==> src/rtl/pointer_scan_ctrl_if.sv <==
// Handshake bundle between the row/column scan controller and its datapath.
// The master drives the scan request and element acknowledge; the slave is the controller.
interface pointer_scan_ctrl_if;
    logic       start;
    logic [7:0] rows;
    logic [7:0] cols;
    logic       elem_ack;
    logic       abort;
    logic       elem_req;
    logic       cp_inc;
    logic       cp_rst;
    logic       rp_inc;
    logic       rp_rst;
    logic [7:0] row_idx;
    logic [7:0] col_idx;
    logic       busy;
    logic       done;

    modport master (
        output start, rows, cols, elem_ack, abort,
        input  elem_req, cp_inc, cp_rst, rp_inc, rp_rst, row_idx, col_idx, busy, done
    );

    modport slave (
        input  start, rows, cols, elem_ack, abort,
        output elem_req, cp_inc, cp_rst, rp_inc, rp_rst, row_idx, col_idx, busy, done
    );
endinterface

==> src/rtl/pointer_scan_ctrl.sv <==
// Row-major element scan sequencer driving external row/column pointer registers.
// All outputs are registered together with the state, so they line up with the state they describe.
//
//   state | meaning
//   IDLE  | waiting for start; indices hold the last scan's values
//   LOAD  | restore both pointers to base (cp_rst/rp_rst)
//   RUN   | elem_req high until the datapath acknowledges
//   STEP  | one-cycle gap carrying the pointer increment/restore strobes
//   FIN   | one-cycle done pulse
module pointer_scan_ctrl (
    input  logic                Clk,
    input  logic                RSTn,
    pointer_scan_ctrl_if.slave  scan
);

    typedef enum logic [2:0] {IDLE, LOAD, RUN, STEP, FIN} state_t;

    state_t     state;
    logic [7:0] rows_q;
    logic [7:0] cols_q;
    logic [7:0] row_idx;
    logic [7:0] col_idx;
    logic       elem_req;
    logic       cp_inc;
    logic       cp_rst;
    logic       rp_inc;
    logic       rp_rst;
    logic       busy;
    logic       done;
    logic       last_col;
    logic       last_row;

    // Only evaluated in RUN, where both latched bounds are known to be non-zero.
    assign last_col = (col_idx == cols_q - 8'd1);
    assign last_row = (row_idx == rows_q - 8'd1);

    always_ff @(posedge Clk) begin
        if (!RSTn) begin
            state    <= IDLE;
            rows_q   <= 8'd0;
            cols_q   <= 8'd0;
            row_idx  <= 8'd0;
            col_idx  <= 8'd0;
            elem_req <= 1'b0;
            cp_inc   <= 1'b0;
            cp_rst   <= 1'b0;
            rp_inc   <= 1'b0;
            rp_rst   <= 1'b0;
            busy     <= 1'b0;
            done     <= 1'b0;
        end else begin
            cp_inc <= 1'b0;
            cp_rst <= 1'b0;
            rp_inc <= 1'b0;
            rp_rst <= 1'b0;
            done   <= 1'b0;
            if (scan.abort && (state inside {LOAD, RUN, STEP})) begin
                // Abort leaves the pointer registers parked at base.
                state    <= IDLE;
                busy     <= 1'b0;
                elem_req <= 1'b0;
                cp_rst   <= 1'b1;
                rp_rst   <= 1'b1;
                row_idx  <= 8'd0;
                col_idx  <= 8'd0;
            end else begin
                case (state)
                    IDLE: begin
                        if (scan.start) begin
                            rows_q  <= scan.rows;
                            cols_q  <= scan.cols;
                            row_idx <= 8'd0;
                            col_idx <= 8'd0;
                            cp_rst  <= 1'b1;
                            rp_rst  <= 1'b1;
                            busy    <= 1'b1;
                            state   <= LOAD;
                        end
                    end
                    LOAD: begin
                        if (rows_q == 8'd0 || cols_q == 8'd0) begin
                            done  <= 1'b1;
                            state <= FIN;
                        end else begin
                            elem_req <= 1'b1;
                            state    <= RUN;
                        end
                    end
                    RUN: begin
                        if (scan.elem_ack) begin
                            elem_req <= 1'b0;
                            if (!last_col) begin
                                cp_inc  <= 1'b1;
                                col_idx <= col_idx + 8'd1;
                                state   <= STEP;
                            end else if (!last_row) begin
                                cp_rst  <= 1'b1;
                                rp_inc  <= 1'b1;
                                col_idx <= 8'd0;
                                row_idx <= row_idx + 8'd1;
                                state   <= STEP;
                            end else begin
                                done  <= 1'b1;
                                state <= FIN;
                            end
                        end
                    end
                    STEP: begin
                        elem_req <= 1'b1;
                        state    <= RUN;
                    end
                    FIN: begin
                        busy  <= 1'b0;
                        state <= IDLE;
                    end
                    default: begin
                        busy     <= 1'b0;
                        elem_req <= 1'b0;
                        state    <= IDLE;
                    end
                endcase
            end
        end
    end

    assign scan.elem_req = elem_req;
    assign scan.cp_inc   = cp_inc;
    assign scan.cp_rst   = cp_rst;
    assign scan.rp_inc   = rp_inc;
    assign scan.rp_rst   = rp_rst;
    assign scan.row_idx  = row_idx;
    assign scan.col_idx  = col_idx;
    assign scan.busy     = busy;
    assign scan.done     = done;

endmodule

==> src/flat_wrapper.sv <==
// flat-port wrapper written by rule: the top's interface ports become plain ports
module pointer_scan_ctrl_flat 
  (Clk, RSTn, scan_start, scan_rows, scan_cols, scan_elem_ack, scan_abort, scan_elem_req, scan_cp_inc, scan_cp_rst, scan_rp_inc, scan_rp_rst, scan_row_idx, scan_col_idx, scan_busy, scan_done);
  pointer_scan_ctrl_if scan_i ();
  input  logic Clk;
  input  logic RSTn;
  input wire logic [$bits(scan_i.start)-1:0] scan_start;
  input wire logic [$bits(scan_i.rows)-1:0] scan_rows;
  input wire logic [$bits(scan_i.cols)-1:0] scan_cols;
  input wire logic [$bits(scan_i.elem_ack)-1:0] scan_elem_ack;
  input wire logic [$bits(scan_i.abort)-1:0] scan_abort;
  output wire logic [$bits(scan_i.elem_req)-1:0] scan_elem_req;
  output wire logic [$bits(scan_i.cp_inc)-1:0] scan_cp_inc;
  output wire logic [$bits(scan_i.cp_rst)-1:0] scan_cp_rst;
  output wire logic [$bits(scan_i.rp_inc)-1:0] scan_rp_inc;
  output wire logic [$bits(scan_i.rp_rst)-1:0] scan_rp_rst;
  output wire logic [$bits(scan_i.row_idx)-1:0] scan_row_idx;
  output wire logic [$bits(scan_i.col_idx)-1:0] scan_col_idx;
  output wire logic [$bits(scan_i.busy)-1:0] scan_busy;
  output wire logic [$bits(scan_i.done)-1:0] scan_done;
  assign scan_i.start = scan_start;
  assign scan_i.rows = scan_rows;
  assign scan_i.cols = scan_cols;
  assign scan_i.elem_ack = scan_elem_ack;
  assign scan_i.abort = scan_abort;
  assign scan_elem_req = scan_i.elem_req;
  assign scan_cp_inc = scan_i.cp_inc;
  assign scan_cp_rst = scan_i.cp_rst;
  assign scan_rp_inc = scan_i.rp_inc;
  assign scan_rp_rst = scan_i.rp_rst;
  assign scan_row_idx = scan_i.row_idx;
  assign scan_col_idx = scan_i.col_idx;
  assign scan_busy = scan_i.busy;
  assign scan_done = scan_i.done;
  pointer_scan_ctrl u_core (.Clk(Clk), .RSTn(RSTn), .scan(scan_i));
endmodule
==> config.mk <==
export PLATFORM = sky130hd
export DESIGN_NAME = pointer_scan_ctrl_flat
export DESIGN_NICKNAME = d
export VERILOG_FILES = /design/src/rtl/pointer_scan_ctrl_if.sv /design/src/rtl/pointer_scan_ctrl.sv /design/src/flat_wrapper.sv
export SDC_FILE = /design/constraint.sdc
export NUM_CORES = 1
export LEC_CHECK = 0
export BUFFER_PORTS_ARGS = -buffer_cell sky130_fd_sc_hd__buf_2
export CORE_UTILIZATION = 50
export DETAILED_ROUTE_END_ITERATION = 6
export PLACE_DENSITY = 0.84
export SYNTH_ARGS = -nofsm -noshare
export SYNTH_HDL_FRONTEND = slang
export SYNTH_SLANG_ARGS = --single-unit
==> constraint.sdc <==
create_clock -name Clk -period 2.3 [get_ports Clk]
set_input_delay 0.23 -clock Clk [delete_from_list [all_inputs] [get_ports Clk]]
set_output_delay 0.23 -clock Clk [all_outputs]
set_load 0.1 [all_outputs]
Word level (Yosys, flattened, before mapping):

Cells that the tools add are included.

* output and inout port bits: 23
* input port bits: 21
* register bits: 42
* word-level logic and storage cells: 86

* bitwise operators: 6
* equality and inequality tests: 12
* reduce and logical (&&, ||, !) cells: 18
* $add $sub $neg: 4
* mux-type cells: 34

Operators with widths (number)
* $mux 8: 7
* $pmux 8 s2: 2
* $add 8x1->8 const B: 2
* $eq 8x8->1: 2
* $logic_not 8->1: 2
* $sub 8x1->8 const B: 2
* $mux 1: 15
* $mux 3: 5
* $pmux 3 s4: 1
* $ne 2x2->1 const B: 4
* $eq 3x2->1 const B: 2
* $not 1->1: 6
* $pmux 1 s2: 3
* $reduce_and 3->1: 2
* $reduce_or 3->1: 2
* $reduce_and 5->1: 1
* $pmux 1 s4: 1
* $reduce_and 2->1: 2
* $reduce_and 4->1: 1
* $reduce_or 2->1: 2
* $reduce_or 4->1: 1
* $eq 3x1->1 const B: 1
* $eq 3x3->1 const B: 1
* $logic_not 3->1: 1
* 6 further kinds: 6

Longest topological paths before layout:

Gate-level depths: netlist of run 1.

* word-level depth: 7
* gate-level depth with buffers: 11
* mapped depth without buffers: 9

Worst setup path after synthesis of run 1:

No wires, ideal clock.

* path type: register to register
* start: register u_core.col_idx[6], in the netlist u_core.scan.col_idx[6]
* end: register u_core.col_idx[4], in the netlist u_core.scan.col_idx[4]
* path buffers: 2
* period minus slack after synthesis: 2.765 ns
* arrival time: 2.695 ns
* setup time: 0.070 ns
* path slack: -0.465 ns
* data required time: 2.230 ns
* cell stages (with the launch flop): 10
* path through: dfxtp_1 -> buf_2 -> nand2b_1 -> o21ai_0 -> a32oi_1 -> nand2_2 -> a31o_1 -> buf_2 -> or4_1 -> a21oi_1

* cells in the longest elaborated chain, start to end: 4
* elaborated cells between the ends (all ways): 6
* those cells by class: eq/ne: 2; mux: 3; reduce/logical: 1

RTL lines
* from (decl): line pointer_scan_ctrl.sv:22 `logic [7:0] col_idx;`
* from (signal assigned): line pointer_scan_ctrl.sv:94 `col_idx <= col_idx + 8'd1;`
* $eq 8x8->1 (*): line pointer_scan_ctrl.sv:34 `assign last_col = (col_idx == cols_q - 8'd1);`
* $mux 8: line pointer_scan_ctrl.sv:92 `if (!last_col) begin`
* $mux 8: line pointer_scan_ctrl.sv:90 `if (scan.elem_ack) begin`
* $pmux 8 s2: line pointer_scan_ctrl.sv:67 `case (state)`

Every way passes the cells marked *; elsewhere a longest branch is shown, timed or not. The select of a mux whose other input is x is not followed.
A chain may end at the register's enable or synchronous reset.

Worst setup path in the final report of run 1:

* start: register u_core.cols_q[4]
* end: register u_core.col_idx[6], in the netlist u_core.scan.col_idx[6]

* cells in the longest elaborated chain, start to end: 5
* elaborated cells between the ends (all ways): 7
* those cells by class: add/sub: 1; eq/ne: 2; mux: 3; reduce/logical: 1

RTL lines
* from (decl): line pointer_scan_ctrl.sv:20 `logic [7:0] cols_q;`
* from (signal assigned): line pointer_scan_ctrl.sv:71 `cols_q <= scan.cols;`
* $sub 8x1->8 (*): line pointer_scan_ctrl.sv:34
* $eq 8x8->1 (*): line pointer_scan_ctrl.sv:34
* $mux 8: line pointer_scan_ctrl.sv:92
* $mux 8: line pointer_scan_ctrl.sv:90
* $pmux 8 s2: line pointer_scan_ctrl.sv:67

Marked as above.

==> run metrics, run 1 <==
synthesized instance count=300; stage delay of the slowest cell on the critical path=0.53 ns; root buffer cell=sky130_fd_sc_hd__clkbuf_8; startpoint class of the critical path=flop; fraction of the yosys area taken by sequential cells=0.348; Hold Path Cell Cnt=3; final estimated routing congestion in global placement=0.848; Max Slew Vio Count=0; switching power of the nets=717 uW; TritonRoute pass-1 iters=4; Clock Skew=0.00432 ns; clock power share=0.232; CP cell instances=xnor2_1 -> a31oi_1 -> a2111oi_4 -> buf_4 -> buf_6 -> a31o_4 -> or4_4 -> a21oi_2; half-perimeter wire length after placement=4250 um; Slew headroom=0.600; post-synthesis net count=327; global-route congestion overflow total=0; die outline width=71.6 um; post-route cell area=3080 um2; Num CTS Buffers=5; count of pins on the block boundary=44; endpoint type of the worst setup path=flop; Leakage=1.25 nW; count of flip-flops with a built-in enable after synthesis=0; post-detailed-routing wire length=6320 um; setup repair after global routing missed its margin=true; number of register bits inferred by synthesis=42; CTS H-Tree Depth=2; post-layout net count=387; first-pass GRT wire length=9910 um; residual antenna-violating net count after detailed routing=0; Comb pwr share=0.342; total number of vias=2444; Reg2Reg Launch Point=u_core.cols_q[4]; post-layout total power=1.96 mW; power density of the placed cells=637 nW/um2; Die Y=71.6 um; CORE AREA=4500 um2; final critical path time including I/O delays and setup=2.28 ns; setup-violating endpoint count in the final report=0; Placement Rows=24; Vias per Instance=5.92; largest net degree at the start of global routing=28; Num Clock Sinks=42; data required time at the worst endpoint=2.53 ns; setup slack after placement=-0.0794 ns; Post-Route Utilization=0.684; number of maximum-capacitance constraint violations=0; internal power consumption=1.25 mW; cell type of the slowest stage on the worst timing path=sky130_fd_sc_hd__or4_4; worst path setup slack after routing=0.0160 ns; netlist area before placement=2420 um2; placed standard-cell area=2760 um2; fmax=438 MHz; startpoint of the most critical setup path=u_core.cols_q[4]; logic depth of the worst register-to-register path=8; clock-pin transition on the worst setup and hold timing paths=0.08 ns; WL/cell=15.3 um; clock latency of the later-clocked register in the worst-skew pair=0.29 ns; Period Utilization, post-route=0.993; worst-path fanout max=8; area grow syn2layout=27.3%; worst min path class=primary input to flop; R2R setup slack=0.02 ns; filler instances=336; end of the worst register-to-register path=u_core.scan.col_idx[6]; starting utilization of the core area=0.537; proportion of synthesized flip-flops having asynchronous set or reset=0; Crit path max-delay family=compound AO/OA/AOI/OAI gates; source of the worst hold timing path=scan_cols[3]; transition at the pin with the smallest max-transition slack=0.596 ns; initial antenna violation count=0; part of the total power dissipated in sequential elements=0.426; most common cell after layout, fill and taps aside=sky130_fd_sc_hd__nand2_1; number of buffers and inverters on the critical path=2; input/output buffers=43; top library cells by usage in the layout, fill and taps aside=50 x sky130_fd_sc_hd__nand2_1, 43 x sky130_fd_sc_hd__buf_2, 29 x sky130_fd_sc_hd__a21oi_1, 21 x sky130_fd_sc_hd__dfxtp_2; area of the die=5120 um2; Total Routing Usage GR=0.245; number of failing hold endpoints at the final stage=0; Worst Hold End=u_core.cols_q[3]; Iter 0 DRT Violations=131; Unique masters post-synth=53; DRC violations left=0; top_reg_cell synth=sky130_fd_sc_hd__dfxtp_1; diode count=0; peak supply drop=0.000463 V; number of warnings reported in the yosys synthesis log=0; switching power as a share of total power=0.365; Arr. time, crit path=2.51 ns; clock tree from TritonCTS=built; Post-Syn Area per Cell=8.06 um2; outcome=finished clean; via count of the first global-routing pass=2260; share of cells above drive strength 1=0.360; Longest Clk Path Bufs=2; category of the critical setup timing path=flop to flop
-- stage by stage --
step | hold slack (ns) | instances | setup TNS (ns)
after CTS | 0.168 | 407 | 0
after global placement | 0.469 | 395 | 0
after detailed placement | 0.478 | 395 | -0.369
after floorplan | 0.358 | 300 | 0
final | 0.164 | 413 | 0
after global routing | 0.157 | 413 | -0.383
-- synthesized netlist by cell type, types with 2 or more instances --
master	count	area share
sky130_fd_sc_hd__nor3_1	8	0.017
sky130_fd_sc_hd__mux2i_1	4	0.017
sky130_fd_sc_hd__buf_6	3	0.014
sky130_fd_sc_hd__o31ai_1	3	0.0093
sky130_fd_sc_hd__dfxtp_1	42	0.35
sky130_fd_sc_hd__ha_1	6	0.031
sky130_fd_sc_hd__nor4_1	2	0.0052
sky130_fd_sc_hd__buf_2	3	0.0062
sky130_fd_sc_hd__nand3b_1	4	0.012
sky130_fd_sc_hd__a31oi_1	3	0.0078
sky130_fd_sc_hd__a211oi_1	4	0.012
sky130_fd_sc_hd__nand4_1	3	0.0078
sky130_fd_sc_hd__o21bai_1	3	0.0093
sky130_fd_sc_hd__xor2_1	9	0.033
sky130_fd_sc_hd__nor4_4	2	0.018
sky130_fd_sc_hd__nand2_2	2	0.0052
sky130_fd_sc_hd__nand3_1	11	0.023
sky130_fd_sc_hd__nor2_1	20	0.031
sky130_fd_sc_hd__a2111o_1	3	0.014
sky130_fd_sc_hd__or4_1	3	0.0093
sky130_fd_sc_hd__a21oi_1	35	0.072
sky130_fd_sc_hd__and3_1	4	0.010
sky130_fd_sc_hd__or3_1	4	0.010
sky130_fd_sc_hd__a21o_1	2	0.0062
sky130_fd_sc_hd__inv_1	10	0.016
sky130_fd_sc_hd__nand2_1	50	0.078
sky130_fd_sc_hd__nand2b_1	5	0.013
sky130_fd_sc_hd__o2111ai_1	2	0.0072
sky130_fd_sc_hd__o21ai_0	7	0.014
sky130_fd_sc_hd__or2_1	3	0.0078
sky130_fd_sc_hd__clkbuf_1	8	0.012
sky130_fd_sc_hd__o21ai_1	2	0.0041
sky130_fd_sc_hd__xnor2_1	10	0.036
-- kinds of logic after synthesis --
kind of cell | after synthesis | synth area share
xor gates and xnor gates | 19 | 0.0688
and+or+nand+nor | 131 | 0.290
muxes | 4 | 0.0166
AOI/OAI and AO/OA | 73 | 0.196
DFF | 42 | 0.348
buffers and inverters | 25 | 0.0497
adders and majority gates | 6 | 0.0310
-- worst max path at each step --
stage	to	cells after the start
final	u_core.scan.col_idx[6]	8
after global routing	u_core.scan.col_idx[6]	11
after CTS	u_core.scan.col_idx[3]	10
after detailed placement	u_core.scan.row_idx[4]	9
after global placement	u_core.scan.col_idx[6]	10
after floorplan	u_core.scan.row_idx[0]	11
-- power groups by stage --
stage	Sequential [mW]	Combinational (mW)	Clock, mW
6_report	0.835	0.672	0.455
2_1_floorplan	0.926	0.357	0
3_3_place_gp	0.843	0.560	0
4_1_cts	0.830	0.605	0.460
3_5_place_dp	0.845	0.576	0
5_1_grt	0.841	0.729	0.494
-- layout make-up --
cell class / instances / area [um2] / share of cell area
flip-flops and latches: 42 / 878 / 0.285
inverters: 11 / 41.3 / 0.0134
repair buffers: 66 / 403 / 0.131
well taps: 52 / 65.1 / 0.0211
clock buffers: 8 / 80.1 / 0.0260
multi-input cells: 234 / 1610 / 0.523
-- worst min-delay path: stages --
cell	delay (ns)
sky130_fd_sc_hd__buf_2	0.10
sky130_fd_sc_hd__nand2_1	0.04
sky130_fd_sc_hd__a21oi_1	0.05
-- routing by layer --
layer	vias to the layer above	track usage	share of wire
li1	1192	-	-
met1	1156	0.300	0.43
met2	83	0.434	0.50
met3	13	0.0422	0.057
met4	0	0.0828	0.018
met5	-	0	0
-- registers in the layout (all words and copies together), names as in the netlist --
signal	cells
u_core.scan.row_idx	8
u_core.scan.elem_req	1
u_core.state	3
u_core.scan.busy	1
u_core.scan.cp_inc	1
u_core.rows_q	8
u_core.scan.col_idx	8
u_core.scan.rp_rst	1
u_core.scan.cp_rst	1
u_core.scan.rp_inc	1
u_core.cols_q	8
u_core.scan.done	1
-- what timing repair did --
item                                    4_1_cts  5_1_grt
pin swaps                                     8       17
hold endpoints to repair                      0        0
gates cloned                                  0        1
setup buffers                                 4        5
resized for setup                             8       30
hold buffers                                  0        0
endpoints found under the setup margin        8       19
Note: power is estimated with default switching activity, not from simulation.
==> run 2, diff against run 1 <==
PLACE_DENSITY = 0.78   (was 0.84)
==> run metrics, run 2 (synthesized netlist as in run 1, its figures left out) <==
worst path setup slack after routing=0.0442 ns (was 0.0160 ns); top library cells by usage in the layout, fill and taps aside=50 x sky130_fd_sc_hd__nand2_1, 43 x sky130_fd_sc_hd__buf_2, 31 x sky130_fd_sc_hd__a21oi_1, 24 x sky130_fd_sc_hd__buf_4 (was 50 x sky130_fd_sc_hd__nand2_1, 43 x sky130_fd_sc_hd__buf_2, 29 x sky130_fd_sc_hd__a21oi_1, 21 x sky130_fd_sc_hd__dfxtp_2); Reg2Reg Launch Point=u_core.rows_q[1] (was u_core.cols_q[4]); area of the die=5120 um2 (unchanged); WL/cell=14.5 um (was 15.3 um); diode count=0 (unchanged); Period Utilization, post-route=0.981 (was 0.993); end of the worst register-to-register path=u_core.scan.col_idx[3] (was u_core.scan.col_idx[6]); fraction of met1 tracks used by global routing=0.293 (was 0.300); Hold Path Cell Cnt=3 (unchanged); number of failing hold endpoints at the final stage=0 (unchanged); filler instances=357 (was 336); global routing usage on met2=0.453 (was 0.434); residual antenna-violating net count after detailed routing=0 (unchanged); Num CTS Buffers=5 (unchanged); initial antenna violation count=0 (unchanged); largest net degree at the start of global routing=19 (was 28); Worst Hold End=u_core.rows_q[1] (was u_core.cols_q[3]); endpoint type of the worst setup path=flop (unchanged); fin cells=416 (was 413); CTS H-Tree Depth=2 (unchanged); input/output buffers=43 (unchanged); clock latency of the later-clocked register in the worst-skew pair=0.30 ns (was 0.29 ns); worst hold slack across all endpoints=0.162 ns (was 0.164 ns); R2R setup slack=0.04 ns (was 0.02 ns); TritonRoute pass-1 iters=4 (unchanged); Clock Skew=0.00444 ns (was 0.00432 ns); half-perimeter wire length after placement=4270 um (was 4250 um); FF+latch area=882 um2 (was 878 um2); multi-input combinational cell area=1610 um2 (about the same); final critical path time including I/O delays and setup=2.26 ns (was 2.28 ns); logic depth of the worst register-to-register path=10 (was 8); number of hold-repair buffers added at the cts stage=0 (unchanged); Arr. time, crit path=2.44 ns (was 2.51 ns); Post-Route Utilization=0.691 (was 0.684); CORE AREA=4500 um2 (unchanged); setup repair after global routing missed its margin=true (unchanged); share of cells above drive strength 1=0.371 (was 0.360); die outline width=71.6 um (unchanged); Leakage=1.27 nW (was 1.25 nW); starting utilization of the core area=0.537 (unchanged); Die Y=71.6 um (unchanged); outcome=finished clean (unchanged); Placed Instances=401 (was 395); Iter 0 DRT Violations=143 (was 131); Max Slew Vio Count=0 (unchanged); transition at the pin with the smallest max-transition slack=0.542 ns (was 0.596 ns); source of the worst hold timing path=scan_rows[1] (was scan_cols[3]); fmax=443 MHz (was 438 MHz); number of maximum-capacitance constraint violations=0 (unchanged); DRC violations left=0 (unchanged); Slew headroom=0.637 (was 0.600); Longest Clk Path Bufs=2 (unchanged); clock tree from TritonCTS=built (unchanged); root buffer cell=sky130_fd_sc_hd__clkbuf_8 (unchanged); count of pins on the block boundary=44 (unchanged); worst-path fanout max=4 (was 8); Placement Rows=24 (unchanged); peak supply drop=0.000446 V (was 0.000463 V); Total Routing Usage GR=0.249 (was 0.245); power density of the placed cells=633 nW/um2 (was 637 nW/um2); post-layout net count=390 (was 387); most common cell after layout, fill and taps aside=sky130_fd_sc_hd__nand2_1 (unchanged); Vias per Instance=5.68 (was 5.92); setup-violating endpoint count in the final report=0 (unchanged); area grow syn2layout=28.8% (was 27.3%); worst min path class=primary input to flop (unchanged); Num Clock Sinks=42 (unchanged); category of the critical setup timing path=flop to flop (unchanged); GRT met3 Usage=0.0408 (was 0.0422); data required time at the worst endpoint=2.49 ns (was 2.53 ns); setup total negative slack=0 ns (unchanged); post-detailed-routing wire length=6040 um (was 6320 um); first-pass GRT wire length=10100 um (was 9910 um); global-route congestion overflow total=0 (unchanged); GRT Max-Usage Layer=met2 (unchanged); via count of the first global-routing pass=2350 (was 2260); final estimated routing congestion in global placement=0.832 (was 0.848); clock-pin transition on the worst setup and hold timing paths=0.08 ns (about the same); total number of vias=2362 (was 2444); startpoint class of the critical path=flop (unchanged); setup slack after placement=-0.0700 ns (was -0.0794 ns)
[run 2: cell count changes in the layout (fill, tap and decap cells not counted), moves of 2 or more]
cell                       delta
sky130_fd_sc_hd__a21oi_1      +2
sky130_fd_sc_hd__a21oi_2      -2
sky130_fd_sc_hd__buf_4        +5
sky130_fd_sc_hd__clkbuf_1     -3
sky130_fd_sc_hd__dfxtp_2      -3
sky130_fd_sc_hd__dfxtp_4      +2
sky130_fd_sc_hd__nor3_4       +2
[run 2: repair_timing]
item,CTS,global route
setup buffers,4,3
resized for setup,9,32
pin swaps,8,19
setup endpoints to repair,8,17
gates cloned,0,0
[run 2: worst max path at each step]
stage                           startpoint                endpoint  slack (ns)  depth (start not counted)
after floorplan           u_core.cols_q[0]  u_core.scan.row_idx[0]       0.008                         11
after global placement    u_core.rows_q[3]  u_core.scan.col_idx[4]        0.04                          8
after detailed placement  u_core.cols_q[1]  u_core.scan.col_idx[4]       -0.07                         10
after CTS                 u_core.rows_q[0]  u_core.scan.col_idx[4]       0.001                         10
after global routing      u_core.rows_q[0]        u_core.scan.done       -0.05                          9
final                     u_core.rows_q[1]  u_core.scan.col_idx[3]        0.04                         10
[run 2: layer usage]
| metal | part of all wire | routed length (um) | vias to the layer above |
|---|---|---|---|
| li1 | - | - | 1187 |
| met1 | 0.45 | 2730 | 1099 |
| met2 | 0.49 | 2970 | 63 |
| met3 | 0.036 | 216 | 13 |
| met4 | 0.021 | 127 | 0 |
| met5 | 0 | 0 | - |
[run 2: per-stage QoR]
| stage | instance area (um2) | total power, mW |
|---|---|---|
| final | 3110 | 1.97 |
| after global routing | 3110 | 2.08 |
| after CTS | 2960 | 1.92 |
| after detailed placement | 2810 | 1.43 |
| after global placement | 2810 | 1.42 |
| after floorplan | 2460 | 1.28 |
[run 2: worst max-delay path: stages, from the launching register on]
cell,delay [ns]
sky130_fd_sc_hd__dfxtp_4,0.36
sky130_fd_sc_hd__inv_2,0.08
sky130_fd_sc_hd__ha_4,0.14
sky130_fd_sc_hd__nand2b_4,0.08
sky130_fd_sc_hd__buf_4,0.13
sky130_fd_sc_hd__o21bai_1,0.11
sky130_fd_sc_hd__nand4_1,0.12
sky130_fd_sc_hd__or4_4,0.55
sky130_fd_sc_hd__nand3b_1,0.25
sky130_fd_sc_hd__a211oi_2,0.26
sky130_fd_sc_hd__nor3_2,0.07
[run 2: report_power, final]
part	internal, mW	total [mW]	switching [mW]
registers	0.771	0.834	0.0636
logic	0.264	0.672	0.408
clock network	0.208	0.466	0.259
total	1.24	1.97	0.730
[run 2: area by class of cell]
| type | instances | area share |
|---|---|---|
| inverters | 11 | 0.0141 |
| well taps | 52 | 0.0209 |
| clock buffers | 5 | 0.0221 |
| multi-input cells | 233 | 0.517 |
| clock inverters | 3 | 0.00522 |
| repair buffers | 70 | 0.138 |
| flip-flops and latches | 42 | 0.283 |
==> run 3, diff against run 2 <==
CORE_UTILIZATION = 30   (was 50)
PLACE_DENSITY = 0.52   (was 0.78)
==> run metrics, run 3 (synthesized netlist as in run 1, its figures left out) <==
die outline width=91.8 um (was 71.6 um); most common cell after layout, fill and taps aside=sky130_fd_sc_hd__nand2_1 (unchanged); Placement Rows=32 (was 24); CP cell instances=inv_4 -> ha_4 -> nand2b_4 -> nor4_4 -> xnor2_2 -> or4_4 -> nand4_4 -> buf_4 -> nand2_4 -> nor3_2 (was inv_2 -> ha_4 -> nand2b_4 -> buf_4 -> o21bai_1 -> nand4_1 -> or4_4 -> nand3b_1 -> a211oi_2 -> nor3_2); diode count=0 (unchanged); Crit path max-delay family=simple AND/OR/NAND/NOR gates (unchanged); residual antenna-violating net count after detailed routing=0 (unchanged); final critical path time including I/O delays and setup=2.28 ns (was 2.26 ns); Max Slew Vio Count=0 (unchanged); global-route congestion overflow total=0 (unchanged); cell type of the slowest stage on the worst timing path=sky130_fd_sc_hd__or4_4 (unchanged); number of failing hold endpoints at the final stage=0 (unchanged); length of routed wiring on met1=3150 um (was 2730 um); clock tree from TritonCTS=built (unchanged); Die Y=91.8 um (was 71.6 um); Comb pwr share=0.348 (was 0.341); stage delay of the slowest cell on the critical path=0.59 ns (was 0.55 ns); number of hold-repair buffers added at the cts stage=0 (unchanged); post-layout total power=2.03 mW (was 1.97 mW); fmax=438 MHz (was 443 MHz); Vias per Instance=5.08 (was 5.68); final estimated routing congestion in global placement=0.798 (was 0.832); initial antenna violation count=0 (unchanged); worst-path fanout max=7 (was 4); largest net degree at the start of global routing=19 (unchanged); clock latency of the later-clocked register in the worst-skew pair=0.31 ns (was 0.30 ns); setup slack after placement=-0.0488 ns (was -0.0700 ns); setup repair after global routing missed its margin=true (unchanged); area of the die=8430 um2 (was 5120 um2); power density of the placed cells=624 nW/um2 (was 633 nW/um2); routed wire length on met2=3030 um (was 2970 um); worst min path class=primary input to flop (unchanged); Leakage=1.30 nW (was 1.27 nW); setup-violating endpoint count in the final report=0 (unchanged); total length of routed met3 wires=219 um (was 216 um); Post-Route Utilization=0.419 (was 0.691); highest metal layer with signal wires=met4 (unchanged); peak supply drop=0.000289 V (was 0.000446 V); Total Routing Usage GR=0.153 (was 0.249); Arr. time, crit path=2.51 ns (was 2.44 ns); internal power consumption=1.27 mW (was 1.24 mW); startpoint class of the critical path=flop (unchanged); clock-pin transition on the worst setup and hold timing paths=0.08 ns (about the same); category of the critical setup timing path=flop to flop (unchanged); Num Clock Sinks=42 (unchanged); number of maximum-capacitance constraint violations=0 (unchanged); Clock Skew=0.0101 ns (was 0.00444 ns); via count of the first global-routing pass=2188 (was 2350); number of buffers and inverters on the critical path=2 (unchanged); first-pass GRT wire length=10200 um (was 10100 um); top library cells by usage in the layout, fill and taps aside=50 x sky130_fd_sc_hd__nand2_1, 43 x sky130_fd_sc_hd__buf_2, 27 x sky130_fd_sc_hd__a21oi_1, 26 x sky130_fd_sc_hd__buf_4 (was 50 x sky130_fd_sc_hd__nand2_1, 43 x sky130_fd_sc_hd__buf_2, 31 x sky130_fd_sc_hd__a21oi_1, 24 x sky130_fd_sc_hd__buf_4); CORE AREA=7770 um2 (was 4500 um2); worst path setup slack after routing=0.0184 ns (was 0.0442 ns); transition at the pin with the smallest max-transition slack=0.494 ns (was 0.542 ns); input/output buffers=43 (unchanged); Longest Clk Path Bufs=2 (unchanged); outcome=finished clean (unchanged); starting utilization of the core area=0.311 (was 0.537); share of cells above drive strength 1=0.401 (was 0.371); CTS H-Tree Depth=2 (unchanged); count of pins on the block boundary=44 (unchanged); Period Utilization, post-route=0.992 (was 0.981); area grow syn2layout=34.5% (was 28.8%); endpoint type of the worst setup path=flop (unchanged); half-perimeter wire length after placement=4610 um (was 4270 um); root buffer cell=sky130_fd_sc_hd__clkbuf_8 (unchanged); switching power as a share of total power=0.373 (was 0.370); post-layout net count=393 (was 390); Slew headroom=0.668 (was 0.637); part of the total power dissipated in sequential elements=0.413 (was 0.423); WL/cell=13.9 um (was 14.5 um); clock power share=0.240 (was 0.236); post-detailed-routing wire length=6540 um (was 6040 um); TritonRoute pass-1 iters=4 (unchanged); switching power of the nets=758 uW (was 730 uW); data required time at the worst endpoint=2.53 ns (was 2.49 ns); filler instances=843 (was 357); total number of vias=2381 (was 2362); Iter 0 DRT Violations=119 (was 143); Num CTS Buffers=5 (unchanged); DRC violations left=0 (unchanged)
run 3: what timing repair did:
item                                    in CTS  in global routing
endpoints found under the setup margin       9                 19
resized for setup                            4                 46
cloned                                       0                  1
pin swaps                                    0                 21
endpoints found under the hold margin        0                  0
setup buffers                                0                 10
run 3: power by group through the flow:
| stage | registers, mW | clock network, mW | logic (mW) |
|---|---|---|---|
| 3_5_place_dp | 0.848 | 0 | 0.599 |
| 2_1_floorplan | 0.926 | 0 | 0.357 |
| 6_report | 0.838 | 0.487 | 0.706 |
| 3_3_place_gp | 0.848 | 0 | 0.597 |
| 5_1_grt | 0.846 | 0.534 | 0.771 |
| 4_1_cts | 0.831 | 0.505 | 0.604 |
run 3: worst min-delay path, delay by kind of cell:
kind	cells	cell delay, ns
compound gates	1	0.05
buf+inv	1	0.09
simple gates	1	0.05
run 3: cell type report:
| type | count | area [um2] | share of cell area |
|---|---|---|---|
| multi-input combinational | 234 | 1660 | 0.509 |
| inverter | 11 | 46.3 | 0.0142 |
| sequential | 42 | 885 | 0.272 |
| tap | 102 | 128 | 0.0392 |
| clock buffer | 6 | 72.6 | 0.0223 |
| timing repair buffer | 72 | 453 | 0.139 |
| clock inverter | 2 | 13.8 | 0.00423 |
run 3: final timing paths:
check / cells after the start / end / slack [ns] / start
setup / recovery: 10 / u_core.scan.col_idx[3] / 0.02 / u_core.rows_q[1]
hold / removal: 3 / u_core.rows_q[0] / 0.15 / scan_rows[0]
setup reg to reg: 10 / u_core.scan.col_idx[3] / 0.02 / u_core.rows_q[1]
hold reg to reg: 2 / u_core.cols_q[7] / 0.48 / u_core.cols_q[7]
run 3: per-layer routing:
| layer | track usage | vias up |
|---|---|---|
| met5 | 0 | - |
| met4 | 0.0612 | 0 |
| met3 | 0.0315 | 11 |
| met2 | 0.250 | 46 |
| met1 | 0.196 | 1122 |
| li1 | - | 1202 |
run 3: stage by stage:
stage                     setup TNS [ns]  hold slack (ns)  instance area, um2  instances
after floorplan                        0            0.358                2460        300
after global placement           -0.0711            0.471                2880        451
after detailed placement          -0.233            0.474                2880        451
after CTS                       -0.00205            0.145                2980        459
after global routing              -0.872            0.151                3250        469
final                                  0            0.152                3250        469
